$ cat src/rtl/pipeline_ctrl.sv
// rtl/pipeline_ctrl.sv - hazard, forwarding and data-memory wait control for a 5-stage pipeline
//
// Optional feature: define PIPELINE_CTRL_TIMEOUT_EN to add an 8-bit memory-wait
// watchdog that sets the sticky mem_timeout flag and forces the FSM back to RUN.
//
// Ports:
//   clk, rst                  rising-edge clock, asynchronous active-high reset
//   Rs1D, Rs2D                decode-stage source registers
//   Rs1E, Rs2E, RdE           execute-stage source/destination registers
//   ResultSrcE                execute-stage result select (01 = load)
//   PCSrcE                    taken branch/jump in execute
//   RdM, RegWriteM            memory-stage destination and write enable
//   RdW, RegWriteW            writeback-stage destination and write enable
//   MemReqM, mem_ready        memory-stage data access and its completion handshake
//   StallF/D/E/M              hold-enables for PC, F/D, D/E, E/M registers
//   FlushD/E/W                bubble-insert for D, E, W registers
//   ForwardAE, ForwardBE      ALU operand select (00 regfile, 01 W result, 10 ALUoutM)
//   stall_count               free-running count of memory-wait cycles
//   mem_timeout               sticky watchdog flag (tied 0 without the option)

module pipeline_ctrl (
  input  logic        clk,
  input  logic        rst,
  input  logic [4:0]  Rs1D,
  input  logic [4:0]  Rs2D,
  input  logic [4:0]  Rs1E,
  input  logic [4:0]  Rs2E,
  input  logic [4:0]  RdE,
  input  logic [1:0]  ResultSrcE,
  input  logic        PCSrcE,
  input  logic [4:0]  RdM,
  input  logic [4:0]  RdW,
  input  logic        RegWriteM,
  input  logic        RegWriteW,
  input  logic        MemReqM,
  input  logic        mem_ready,
  output logic        StallF,
  output logic        StallD,
  output logic        StallE,
  output logic        StallM,
  output logic        FlushD,
  output logic        FlushE,
  output logic        FlushW,
  output logic [1:0]  ForwardAE,
  output logic [1:0]  ForwardBE,
  output logic [31:0] stall_count,
  output logic        mem_timeout
);

  typedef enum logic {RUN = 1'b0, MEM_WAIT = 1'b1} state_t;

  state_t state;
  logic   mem_wait;
  logic   lw_stall;

  // A miss stalls in the very cycle it is seen, so the RUN term is needed; the
  // cycle mem_ready rises is an ordinary RUN cycle (no added latency on a hit).
  assign mem_wait = !mem_ready &&
                    ((state == MEM_WAIT) || (state == RUN && MemReqM));

  assign lw_stall = (ResultSrcE == 2'b01) && (RdE != 5'd0) &&
                    ((RdE == Rs1D) || (RdE == Rs2D));

  function automatic logic [1:0] fwd_sel(input logic [4:0] rs);
    if (RegWriteM && (RdM != 5'd0) && (RdM == rs))
      fwd_sel = 2'b10;
    else if (RegWriteW && (RdW != 5'd0) && (RdW == rs))
      fwd_sel = 2'b01;
    else
      fwd_sel = 2'b00;
  endfunction

  always_comb begin
    StallF    = 1'b0;
    StallD    = 1'b0;
    StallE    = 1'b0;
    StallM    = 1'b0;
    FlushD    = 1'b0;
    FlushE    = 1'b0;
    FlushW    = 1'b0;
    ForwardAE = 2'b00;
    ForwardBE = 2'b00;
    if (rst) begin
      FlushD = 1'b1;
      FlushE = 1'b1;
      FlushW = 1'b1;
    end else begin
      ForwardAE = fwd_sel(Rs1E);
      ForwardBE = fwd_sel(Rs2E);
      if (mem_wait) begin
        // Freeze everything up to M; W gets a bubble so no stale writeback repeats.
        StallF = 1'b1;
        StallD = 1'b1;
        StallE = 1'b1;
        StallM = 1'b1;
        FlushW = 1'b1;
      end else begin
        // A redirect discards the dependent instruction, so it overrides the load-use stall.
        StallF = lw_stall && !PCSrcE;
        StallD = lw_stall && !PCSrcE;
        FlushD = PCSrcE;
        FlushE = PCSrcE || lw_stall;
      end
    end
  end

`ifdef PIPELINE_CTRL_TIMEOUT_EN
  logic [7:0] wait_cnt;

  always_ff @(posedge clk or posedge rst) begin
    if (rst) begin
      state       <= RUN;
      stall_count <= 32'd0;
      wait_cnt    <= 8'd0;
      mem_timeout <= 1'b0;
    end else begin
      if (mem_wait)
        stall_count <= stall_count + 32'd1;
      case (state)
        RUN: begin
          if (MemReqM && !mem_ready) begin
            state    <= MEM_WAIT;
            wait_cnt <= 8'd0;
          end
        end
        MEM_WAIT: begin
          if (mem_ready) begin
            state <= RUN;
          end else if (wait_cnt == 8'd255) begin
            mem_timeout <= 1'b1;
            state       <= RUN;
          end else begin
            wait_cnt <= wait_cnt + 8'd1;
          end
        end
        default: state <= RUN;
      endcase
    end
  end
`else
  assign mem_timeout = 1'b0;

  always_ff @(posedge clk or posedge rst) begin
    if (rst) begin
      state       <= RUN;
      stall_count <= 32'd0;
    end else begin
      if (mem_wait)
        stall_count <= stall_count + 32'd1;
      case (state)
        RUN:      if (MemReqM && !mem_ready) state <= MEM_WAIT;
        MEM_WAIT: if (mem_ready) state <= RUN;
        default:  state <= RUN;
      endcase
    end
  end
`endif

endmodule
$ cat config.mk
export PLATFORM = sky130hd
export DESIGN_NAME = pipeline_ctrl
export DESIGN_NICKNAME = d
export VERILOG_FILES = /design/src/rtl/pipeline_ctrl.sv
export SDC_FILE = /design/constraint.sdc
export NUM_CORES = 1
export LEC_CHECK = 0
export ABC_AREA = 1
export ABC_CLOCK_PERIOD_IN_PS = 4240
export CAP_MARGIN = 20
export CORE_UTILIZATION = 50
export CTS_BUF_LIST = sky130_fd_sc_hd__clkbuf_4 sky130_fd_sc_hd__clkbuf_8
export DETAILED_ROUTE_END_ITERATION = 7
export PLACE_DENSITY = 0.84
export SYNTH_ARGS = -nofsm -noshare
export SYNTH_HDL_FRONTEND = slang
export SYNTH_SLANG_ARGS = --single-unit
$ cat constraint.sdc
create_clock -name clk -period 4.24 [get_ports clk]
set_input_delay 0.848 -clock clk [delete_from_list [all_inputs] [get_ports clk]]
set_output_delay 0.848 -clock clk [all_outputs]
set_load 0.05 [all_outputs]
Word-level counts from Yosys, hierarchy flattened
Index checks and enable logic that the tools add are counted.
Widths: inputs -> output; s select.

word-level totals
  input bits = 44
  register bits after elaboration = 33
  output and inout bits = 44

cells by class
  mux-type cells = 18
  reduce and logical (&&, ||, !) cells = 20
  $add $sub $neg = 1
  eq/ne operators = 7
  bitwise gates (word level) = 1

operators by type and width
  operator               count
  $add 32x1->32 const B  1
  $eq 5x5->1             6
  $reduce_bool 5->1      3
  $mux 1                 13
  $logic_and 1x1->1      12
  $mux 2                 4
  $logic_or 1x1->1       3
  $eq 2x1->1 const B     1
  $logic_not 1->1        2
  $pmux 1 s2             1
  $not 1->1              1

Depth between registers and ports, before layout
Gate-level depths: netlist of run 1.

  word-level depth = 6
  depth in mapped cells = 10
  mapped depth without buffers = 10

Least setup slack after synthesis of run 1
Ideal clock, no wire load.

  path type = input to output
  from = input port mem_ready
  to = output port FlushE
  data arrival time = 2744 ps
  cell stages on the path = 5
  setup slack = 648 ps
  buffers on the path = 0
  cell sequence = o21bai_2 nor2_1 nor2_1 inv_1 nand2_1

on the way
  word-level cells in the longest chain between the ends = 4

ends and longest elaborated chain
  item               line  text
  start, declared    36    input logic mem_ready,
  $logic_not 1->1    58    assign mem_wait = !mem_ready &&
  $logic_and 1x1->1  58
  $mux 1             90    if (mem_wait) begin
  $mux 1             83    if (rst) begin
  end, declared      42    output logic FlushE,

No other way between the ends.

Final worst setup path of run 1
  from = input port MemReqM
  to = output port FlushE

on the way
  word-level cells in the longest chain between the ends = 5

ends and longest elaborated chain
  item               line  text
  start, declared    35    input logic MemReqM,
  $logic_and 1x1->1  59    ((state == MEM_WAIT) || (state == RUN && MemReqM));
  $logic_or 1x1->1   59
  $logic_and 1x1->1  58
  $mux 1             90
  $mux 1             83

No other way between the ends.

==> run metrics, run 1 <==
largest cells by area after synthesis dfrtp_1 34%, nand2_1 17%, nor2_1 8.1%; CP Capture Type output pin; mux contribution to synthesized area 0; GRT Overall Usage 0.268; final antenna-violating net count 0; CP cell instances clkdlybuf4s50_1, o21bai_2, nor2_1, nor2_1, inv_1, nand2_1, clkdlybuf4s50_1; Clk Latency, worst-skew pair 300 ps; Synth Net Count 402; post-synthesis cell count 357; die width 72.0 um; CP arrival approximately 2800 ps; Crit Path Max Fanout 9; period utilization 0.871; routed wire length between 6 and 7 mm; most frequent cells in the layout 112 x nand2_1, 85 x clkdlybuf4s50_1, 53 x nor2_1, 41 x inv_1, 33 x dfrtp_1; Setup Total Neg Slack 0 ps; worst slack at placement ~550 ps; status complete, no violations; Final Max Tran Viols 0; die area ~5200 sq um; largest net degree at the start of global routing 35; CP max stage delay about 800 ps; Area Growth Syn to Fin 43.1%; IO buf count between 80 and 90; Vias/cell 4.87; Final Util 0.742; Ys Warns 0; final setup skew 8.91 ps; CTS Root Cell clkbuf_8; Num CTS Buffers 5; Fillers 359; Startpoint Class primary input; fin crit period 3690 ps; ANT cells 0; Post-Synth Adder-Cell Area 0.00511; maximum VDD drop 267 uV; share of layout cells above drive strength 1 0.0737; Power Dens Cells 303 nW/um^2; WP data required 3390 ps; synthesized area around 2400 sq um; leakage power total roughly 0.0016 uW; DRC viols 0; GRT overflow 0; worst slew pin tran between 500 and 600 ps; most common cell after layout, fill and taps aside nand2_1; final setup margin approximately 550 ps; # H-tree levels 2; worst setup path class primary input to output pin; detailed route wirelength on metal2 3.36 mm; post-synthesis simple-gate area fraction 0.437; Final Hold Fails 0; main combinational cell family by area after synthesis simple AND/OR/NAND/NOR gates; RSZ-0062 raised after global routing false; Top Metal Used met4; GP Congestion 0.885; min-delay worst type flop to flop; max cap viols 0; compound-cell area share of the yosys netlist 0.0107; drt initial violations roughly 140; slew margin rel. 0.642; Initial Util 0.519; post-CTS setup buffers 0; Post-Synth XOR/XNOR Area 0.132; final hold slack ~510 ps; CP max-delay cell clkdlybuf4s50_1; # resized after CTS 0; first-pass GRT wire length 10.9 mm; CTS Sinks 33; Synth Area per Inst between 6 and 7 sq um; NumNets Final 492; Core ar. 4720 sq um; Worst Path Buf+Inv 3; antenna violations before repair 0; Vias 2508; top cell type by total area after synthesis dfrtp_1; I/O pin count 88; CTS clk-pin slew, worst paths 60 ps; # rows 25; met3 wire length 281 um; Die H 72.0 um; vias in the first global route 2396; post-synth cell types 27; drt first pass iters 4; M1 WL 2.69 mm; FF+latch count, synth 33; top cell type's share of synthesized area 0.337; Crit path max-delay family buffers and inverters; CTS Hold Bufs 0; post-synthesis sequential area ratio 0.337; fmax 0.271 GHz; Final setup viols 0; CTS Buffer Depth 2; CTS tree built; WL/cell 12.5 um; post-DP HPWL 5.08 mm
-- Yosys cell counts, drive strengths merged --
master  instances
nand3          26
ha              1
inv            41
xnor2          20
nand4          11
a21oi           1
xor2           17
dfrtp          33
buf             4
nand3b          9
o21bai          1
nor4            1
nor3            5
nor2           65
conb            1
or2             2
nand2         116
clkinv          1
o21ai           2
-- metal layers --
| metal | track usage | vias to the layer above |
|---|---|---|
| met5 | 0 | - |
| met4 | 0.0763 | 0 |
| met3 | 0.0528 | 11 |
| met2 | 0.485 | 70 |
| met1 | 0.324 | 1144 |
| li1 | - | 1283 |
-- layout make-up --
type	instances	area (sq um)	share of cell area
inverter	42	159	0.0453
sequential	33	826	0.236
tap	67	83.8	0.0239
clock inverter	1	30.0	0.00857
timing repair buffer	87	878	0.251
clock buffer	7	90.1	0.0257
multi-input combinational	278	1440	0.410
-- worst reg2reg max path, cell delays in order, from the launching register on --
cell	delay, ps
dfrtp_1	430
ha_1	230
nand3_1	150
inv_1	100
nand2_2	80
nor2_4	180
nand2_4	90
clkinv_2	60
nand2_1	40
nand2_1	50
nand2_1	60
-- final timing paths --
| path | startpoint | end | slack (ps) | cells after the start |
|---|---|---|---|---|
| worst min register to register | stall_count[8] | stall_count[8] | 510 | 1 |
| min in group asynchronous | rst | state | 1140 | 3 |
| worst min-delay path | stall_count[8] | stall_count[8] | 510 | 1 |
| worst max register to register | stall_count[0] | stall_count[20] | 2650 | 10 |
| max in group asynchronous | rst | stall_count[8] | 2780 | 3 |
| worst max-delay path | MemReqM | FlushE | 550 | 7 |
-- power breakdown --
part	switching [uW]	internal, uW	leakage, uW
Sequential	41.3	344	0.000450
Combinational	217	141	0.00108
Clock	121	198	0.0000619
Total	380	683	0.00159
-- stage by stage --
| stage | instances | area, sq um | power [uW] |
|---|---|---|---|
| final | 515 | 3500 | 1060 |
| after global routing | 515 | 3500 | 1110 |
| after CTS | 515 | 3500 | 1070 |
| after detailed placement | 507 | 3380 | 750 |
| after global placement | 507 | 3380 | 740 |
| after floorplan | 357 | 2450 | 606 |
-- flip-flops by register name, indices dropped and copies added, names as in the netlist --
name,cells
state,1
stall_count,32
-- kinds of logic after synthesis --
logic type,count (synthesis)
flip-flops,33
buffers and inverters,46
other,1
XOR/XNOR,37
AO/OA/AOI/OAI,4
AND/OR/NAND/NOR,235
adder cells (fa/ha/maj),1
(Power assumes the default switching activity.)
==> run 2: changes to the inputs <==
--- a/config.mk
+++ b/config.mk
@@ -11,6 +11,7 @@
 export CORE_UTILIZATION = 50
 export CTS_BUF_LIST = sky130_fd_sc_hd__clkbuf_4 sky130_fd_sc_hd__clkbuf_8
 export DETAILED_ROUTE_END_ITERATION = 7
+export GPL_TIMING_DRIVEN = 0
 export PLACE_DENSITY = 0.84
 export SYNTH_ARGS = -nofsm -noshare
 export SYNTH_HDL_FRONTEND = slang
==> run 2 against run 1 <==
Critical endpoint is now ForwardBE[0]. Register-to-register slack improved by 70 ps. Final area rose by 1.4%. Worst hold slack improved by 9.9 ps. Clock power about the same. First-iteration DRC count is 9.4% higher. Cell count grew 0.97%. Largest cell class unchanged. Routed wire length is 3.0% higher. Sequential share of layout area down 0.32 points.
==> run metrics, run 2 (same netlist as run 1, synthesis figures left out) <==
CTS Sinks 33 (unchanged); period utilization 0.900 (+0.0297); antenna violations before repair 0 (unchanged); routed wire length 6.61 mm (+3.0%); first-pass GRT wire length 11.0 mm (+0.94%); vias in the first global route 2513 (+4.9%); post-DP HPWL 5.27 mm (+3.6%); NumNets Final 497 (+1.0%); most common cell after layout, fill and taps aside nand2_1; CTS Root Cell clkbuf_8; GP Congestion 0.837 (-5.4%); Area Growth Syn to Fin 45.0%; Largest register FFs 32 (unchanged); Largest regs stall_count: 32 flops, state: 1 flops; final antenna-violating net count 0 (unchanged); RSZ-0062 raised after global routing false; final hold slack 517 ps (+9.91 ps); I/O pin count 88 (unchanged); CP Capture Type output pin; die width 72.0 um (unchanged); reg-to-reg startpoint stall_count[0]; Startpoint Class primary input; CP max-delay cell clkdlybuf4s50_1; Worst path depth 8 (+1); # rows 25 (unchanged); Clk Latency, worst-skew pair 290 ps (about the same); WP data required 3390 ps (about the same); Crit path max-delay family buffers and inverters; drt first pass iters 4 (unchanged); fmax 0.262 GHz (-3.3%); CTS tree built; Crit Path Max Fanout 19 (+10); Cell Count, Final, Fillers Out 520 (+0.97%); Die H 72.0 um (unchanged); status complete, no violations; CTS Buffer Depth 2 (unchanged); Final setup viols 0 (unchanged); worst slew pin tran 520 ps (-16.2 ps); cell total after placement 511 (+0.79%); Core ar. 4720 sq um (unchanged); Critical Path Sink ForwardBE[0]; Power Dens Cells 300 nW/um^2 (-1.1%); Final Max Tran Viols 0 (unchanged); GRT overflow 0 (unchanged); CP max stage delay 820 ps (+20 ps); share of layout cells above drive strength 1 0.0839 (+0.0102); max cap viols 0 (unchanged); GRT Overall Usage 0.269 (+0.000731); overall power 1070 uW (+0.24%); DRC viols 0 (unchanged); Vias 2572 (+2.6%); slew margin rel. 0.652 (+0.0108); ANT cells 0 (unchanged); maximum VDD drop 235 uV (-12%); hold depth 2 (+1); IO buf count 86 (unchanged); r2r setup slk 2720 ps (+70 ps); CTS Hold Bufs 0 (unchanged); min-delay worst type flop to flop; Setup crit start rst; most frequent cells in the layout 112 x nand2_1, 86 x clkdlybuf4s50_1, 53 x nor2_1, 40 x inv_1, 33 x dfrtp_1; WL/cell 12.7 um (+2.0%); leakage power total 0.00161 uW (+1.5%); Biggest register stall_count; CP cell instances clkdlybuf4s50_1, clkinvlp_4, buf_16, o21ai_0, a21oi_1, nand3_1, nor2_1, clkdlybuf4s50_1; Final Hold Fails 0 (unchanged); reg2reg end stall_count[20]; die area 5180 sq um (unchanged); # H-tree levels 2 (unchanged); largest net degree at the start of global routing 20 (-43%); Vias/cell 4.95 (+1.6%); Num CTS Buffers 5 (unchanged); Worst Path Buf+Inv 4 (+1); CP arrival 2970 ps (+130 ps); worst setup path class primary input to output pin; final setup skew 8.33 ps (-0.575 ps); drt initial violations 152 (+9.4%); fin crit period 3820 ps (+126 ps); CTS clk-pin slew, worst paths 70 ps (about the same); r2r worst-path depth 10 (unchanged); Fillers 378 (+5.3%); CP most frequent cell clkdlybuf4s50_1; Initial Util 0.519 (unchanged)
## run 2: changes by cell type in the layout (fill, tap and decap cells not counted), sizes merged
| cell | delta |
|---|---|
| buf | +4 |
| clkdlybuf4s50 | +1 |
| clkinvlp | +1 |
| inv | -1 |
## run 2: power by group
group | leakage [uW] | total (uW) | switching (uW) | internal, uW
Clock | 0.0000619 | 321 | 123 | 198
Sequential | 0.000450 | 383 | 38.5 | 344
Combinational | 0.00110 | 361 | 217 | 144
Total | 0.00161 | 1070 | 378 | 687
## run 2: worst reg2reg max path, cell delays in order (launching register included)
cell	delay (ps)
dfrtp_1	420
ha_1	210
nand3_1	150
inv_1	100
nand2_2	80
nor2_4	160
nand2_4	90
clkinv_2	70
nand2_1	50
nand2_1	60
nand2_1	50
## run 2: routing by layer
metal,vias to the layer above,global-route usage,part of all wire
met5,-,0,0
met1,1177,0.321,0.42
li1,1299,-,-
met3,12,0.0389,0.046
met2,84,0.505,0.52
met4,0,0.0697,0.015
## run 2: layout make-up
class                   count  area [sq um]  area share
multi-input cells         278          1440       0.405
repair buffers             88           896       0.252
flip-flops and latches     33           826       0.232
inverters                  42           163      0.0458
clock buffers               7          90.1      0.0254
well taps                  67          83.8      0.0236
clock inverters             1          30.0     0.00845
plain buffers               4          27.5     0.00775
## run 2: metrics by stage
step	cell area [sq um]	util	setup slack (ps)	TNS (ps)
after floorplan	2450	-	648	0
after global placement	3390	0.719	-451	-451
after detailed placement	3420	0.725	-70.0	-70.0
after CTS	3550	0.751	142	0
after global routing	3550	0.752	265	0
final	3550	0.752	422	0
## run 2: worst min path at each step
stage	startpoint	end	slack, ps
detailed placement	stall_count[31]	stall_count[31]	490
global placement	stall_count[31]	stall_count[31]	500
global route	stall_count[16]	stall_count[16]	550
finish	stall_count[31]	stall_count[31]	520
floorplan	state	stall_count[1]	620
CTS	stall_count[31]	stall_count[31]	520
## run 2: repair_timing
item                                    4_1_cts  5_1_grt
gates resized for setup                       1        0
endpoints found under the setup margin        1        1
setup buffers                                 0        1
